`config.mk`:
```
export PLATFORM = sky130hd
export DESIGN_NAME = binary_search_ctrl
export DESIGN_NICKNAME = d
export VERILOG_FILES = /design/src/rtl/binary_search_ctrl_pkg.sv /design/src/rtl/binary_search_ctrl.sv
export SDC_FILE = /design/constraint.sdc
export NUM_CORES = 1
export LEC_CHECK = 0
export CAP_MARGIN = 10
export CORE_MARGIN = 5
export CORE_UTILIZATION = 65
export DETAILED_ROUTE_END_ITERATION = 10
export DONT_BUFFER_PORTS = 1
export GPL_ROUTABILITY_DRIVEN = 0
export HOLD_SLACK_MARGIN = 0.02
export PLACE_DENSITY = 0.81
export SYNTH_ARGS = -nofsm -noshare
export SYNTH_HDL_FRONTEND = slang
export SYNTH_SLANG_ARGS = --single-unit
```
`constraint.sdc`:
```
create_clock -name clk -period 3.4 [get_ports clk]
set_input_delay 0.17 -clock clk [delete_from_list [all_inputs] [get_ports clk]]
set_output_delay 0.17 -clock clk [all_outputs]
set_load 0.01 [all_outputs]
```
`src/rtl/binary_search_ctrl_pkg.sv`:
```
// Shared types and helpers for the binary-search controller that drives a
// magnitude comparator and recovers its target operand.
package binary_search_ctrl_pkg;

    localparam int WIDTH_DEF = 4;

    typedef enum logic [1:0] {
        IDLE = 2'd0,
        CALC = 2'd1,
        CMP  = 2'd2,
        DONE = 2'd3
    } state_t;

    // A healthy comparator asserts exactly one of less/equal/greater.
    function automatic logic flags_onehot(input logic l, input logic e, input logic g);
        return (l ^ e ^ g) && !(l && e && g);
    endfunction

endpackage

```
`src/rtl/binary_search_ctrl.sv`:
```
// Binary-search FSM: drives guess onto the comparator, narrows [lo, hi] from
// the less/equal/greater flags, and reports found/error/result/compares.
//
//   state | meaning
//   IDLE  | waiting for start; outputs of the last search are held
//   CALC  | guess <= midpoint of [lo, hi]
//   CMP   | sample comparator flags, narrow bounds or finish
//   DONE  | one-cycle done pulse, then back to IDLE
module binary_search_ctrl
    import binary_search_ctrl_pkg::*;
#(
    parameter int WIDTH = WIDTH_DEF,
    localparam int CW = $clog2(WIDTH + 2)
) (
    input  logic             clk,
    input  logic             rst,
    input  logic             start,
    input  logic             less,
    input  logic             equal,
    input  logic             greater,
    output logic [WIDTH-1:0] guess,
    output logic             busy,
    output logic             done,
    output logic             found,
    output logic             error,
    output logic [WIDTH-1:0] result,
    output logic [CW-1:0]    compares
);

    state_t         state;
    logic [WIDTH:0] lo;
    logic [WIDTH:0] hi;
    logic [WIDTH:0] lo_nxt;
    logic [WIDTH:0] hi_nxt;
    logic [WIDTH:0] mid_sum;
    logic [WIDTH:0] guess_ext;

    // Bounds carry one extra bit so guess-1 at 0 and guess+1 at max stay ordered.
    assign guess_ext = {1'b0, guess};
    assign mid_sum   = lo + hi;

    always_comb begin
        lo_nxt = lo;
        hi_nxt = hi;
        if (less) begin
            lo_nxt = guess_ext + (WIDTH + 1)'(1);
        end else if (greater) begin
            hi_nxt = guess_ext - (WIDTH + 1)'(1);
        end
    end

    always_ff @(posedge clk) begin
        if (rst) begin
            state    <= IDLE;
            lo       <= '0;
            hi       <= '0;
            guess    <= '0;
            busy     <= 1'b0;
            done     <= 1'b0;
            found    <= 1'b0;
            error    <= 1'b0;
            result   <= '0;
            compares <= '0;
        end else begin
            case (state)
                IDLE: begin
                    if (start) begin
                        lo       <= '0;
                        hi       <= {1'b0, {WIDTH{1'b1}}};
                        compares <= '0;
                        found    <= 1'b0;
                        error    <= 1'b0;
                        busy     <= 1'b1;
                        state    <= CALC;
                    end
                end
                CALC: begin
                    guess <= mid_sum[WIDTH:1];
                    state <= CMP;
                end
                CMP: begin
                    compares <= compares + CW'(1);
                    if (!flags_onehot(less, equal, greater)) begin
                        error <= 1'b1;
                        found <= 1'b0;
                        busy  <= 1'b0;
                        done  <= 1'b1;
                        state <= DONE;
                    end else if (equal) begin
                        found  <= 1'b1;
                        result <= guess;
                        busy   <= 1'b0;
                        done   <= 1'b1;
                        state  <= DONE;
                    end else begin
                        lo <= lo_nxt;
                        hi <= hi_nxt;
                        if ($signed(lo_nxt) > $signed(hi_nxt)) begin
                            found <= 1'b0;
                            busy  <= 1'b0;
                            done  <= 1'b1;
                            state <= DONE;
                        end else begin
                            state <= CALC;
                        end
                    end
                end
                DONE: begin
                    done  <= 1'b0;
                    state <= IDLE;
                end
                default: state <= IDLE;
            endcase
        end
    end

endmodule

```
==> summary.txt <==
Run status
  – Status: finished clean

Final layout
  – Final nets: 189
  – Ant. Diodes: 0
  – Layout cells sized above 1: 5.92%
  – Area grow syn2layout: 2.85%

Floorplanning
  – Boundary Pins: 21
  – Die width: 58.6 microns
  – Initial Util: 68.8%
  – Height of the die: 58.6 microns
  – Die area: 3440 sq um
  – # rows: 17
  – Floorplan core area: 2230 sq um

Route
  – Met3 routed WL: 250 microns
  – DR vias/cell: 6.56
  – Antenna-violating nets left: 0
  – Met2 wire len: 1.73 mm
  – WL/cell: 18.0 microns
  – DRT Pass-1 Iters: 4
  – Drt initial violations: 62
  – Post-Route M1 WL: 1.46 mm
  – # DRC: 0
  – Drt total wl: 3.54 mm
  – Via count: 1293
  – Uppermost layer routed: met4

Synthesis
  – Seq cells post-synth: 27
  – Post-Syn Area per Cell: 8.99 sq um
  – Syn. warnings: 0
  – Ys flop type: dfxtp_1
  – Syn_nets: 190
  – Sequential share of the synthesized area: 35.2%
  – Syn Inst Count: 171
  – Post-synth EDFFs: 0
  – Top cells by area, synth: dfxtp_1 35%, ha_1 9.8%, nor2_1 5.1%
  – Async S/R FF share, synth: 0%
  – Top post-synthesis cells by count: 27 x dfxtp_1, 21 x nor2_1, 12 x a21oi_1, 12 x ha_1, 10 x inv_1
  – Count leader, synth: dfxtp_1
  – Synth top area share: 35.2%
  – Synth Cell Area: 1540 sq um
  – Synth unique cells: 46
  – Area leader, netlist: dfxtp_1

STA
  – Final setup fails: 0
  – RSZ-0062 raised after global routing: no
  – Slew @ Worst Pin: 0.562 ns
  – Final hold viol count: 0
  – Clock Skew: 0.00341 ns
  – Setup TNS: 0 ns
  – Fin crit period: 2.39 ns
  – Min Hold Slack: 0.0372 ns
  – Crit share post-route: 70.3%
  – Count of pins over their slew limit: 0
  – Final WS setup: 1.01 ns
  – Fmax: 418 MHz
  – Rel. slew slack: 62.1%

Clocking
  – CTS Sinks: 27
  – CTS tree: built
  – Clock buffer depth: 2
  – Root Buffer: clkbuf_4
  – TritonCTS Buffers: 3
  – CTS resizes: 0
  – H-tree levels: 1
  – Clk_lat worst skew: 0.34 ns
  – CTS clk-pin slew, worst paths: 0.15 ns

Min path
  – WHS Path Cells: 2
  – Hold/Removal Path Class: in2reg

Critical path
  – Critical-path cell list: inv_1, ha_1, xnor2_1, nor2_1, a21oi_1, ha_1, and3_1, nand3_1, nand3_1, a221oi_1
  – Startpoint types: register
  – CP max-delay cell: dfxtp_1
  – CP required: 3.66 ns
  – Crit Path Category: reg2reg
  – Worst R2R Setup Slack: 1.01 ns
  – Arrival @ worst endpoint: 2.65 ns
  – CP max stage delay: 0.57 ns
  – Worst R2R Path Depth: 10
  – Crit. End Element: register
  – Maximum fanout along the worst path: 9

Run
  – Max Cap Violations: 0

Placed design
  – Port Buffer Count: 0
  – Hpwl dp: 2.69 mm
  – Dpl ws: 1.06 ns

Power and ir drop
  – Leak pwr: 0.600 nW
  – Overall Power: 0.631 mW
  – Power Dens Cells: 399 nW/um^2
  – Worst vdd ir: 0.000318 V

Global route
  – Global-route wire length before repair: 5.81 mm
  – All-Layer GR Usage: 22.2%
  – Remaining global-route overflow: 0
  – Initial antenna violation count: 0
  – Vias in the first global route: 1272
  – Largest net degree at the start of global routing: 17
==> state kept, by name, indices dropped and copies added, names as in the netlist <==
register  cells
hi            5
lo            5
guess         4
result        4
compares      3
state         2
busy          1
done          1
error         1
found         1
==> final timing paths <==
kind / start / end
worst max register to register: guess[0] / done
worst min-delay path: rst / lo[0]
worst max-delay path: guess[0] / done
worst min register to register: lo[4] / lo[4]
==> layer usage <==
metal	vias to the layer above	track usage, %
met2	45	36.8
met3	10	5.48
li1	624	-
met1	614	26.5
met5	-	0
met4	0	11.3
==> cells in the final DEF, fill, tap and decap left out, types with 4 or more instances in the layout <==
cell type  count
o21ai_0        6
a32o_1         4
nor3_1         4
nand2b_1       4
nor2_1        21
ha_1          12
mux2i_1        6
xnor2_1        4
a21oi_1       12
dfxtp_1       27
nand2_1        8
inv_1         10
nand3_1        4
==> area by class of cell <==
| type | count | area (sq um) |
|---|---|---|
| Clock inverter | 1 | 7.51 |
| Multi-Input combinational cell | 127 | 927 |
| Sequential cell | 27 | 541 |
| Tap cell | 28 | 35.0 |
| Timing Repair Buffer | 1 | 10.0 |
| Inverter | 10 | 37.5 |
| Fill cell | 189 | 653 |
| Clock buffer | 3 | 22.5 |
==> cells by family (layout without fill, tap and decap cells) <==
logic type / count (synthesis) / in the layout / share of synthesized area, %
buffers and inverters: 17 / 15 / 4.48
adders and majority gates: 13 / 13 / 11.1
AOI/OAI and AO/OA: 47 / 47 / 23.4
DFF: 27 / 27 / 35.2
muxes: 7 / 7 / 4.64
xor gates and xnor gates: 7 / 7 / 3.99
and+or+nand+nor: 53 / 53 / 17.3
==> metrics by stage <==
stage | std cells | instance area, sq um | util (%)
global route | 197 | 1580 | 70.8
detailed placement | 192 | 1540 | 69.0
CTS | 197 | 1580 | 70.8
floorplan | 171 | 1540 | -
global placement | 192 | 1540 | 69.0
finish | 197 | 1580 | 70.8
==> power by group <==
part,switching (mW),internal (mW)
Sequential,0.0242,0.332
Combinational,0.0757,0.0516
Clock,0.103,0.0452
==> worst max-delay path, delay by kind of cell (launching register included) <==
| family | cells | cell delay, ns |
|---|---|---|
| flops | 1 | 0.57 |
| fa+ha+maj | 2 | 0.52 |
| simple gates | 4 | 0.49 |
| compound gates | 2 | 0.47 |
| xor+xnor | 1 | 0.15 |
| buf+inv | 1 | 0.11 |
==> repair_timing <==
item / in CTS / in global routing
hold endpoints to repair: 15 / 0
hold buffers: 1 / 0
buffers inserted: 0 / 0
(Power assumes the default switching activity.)
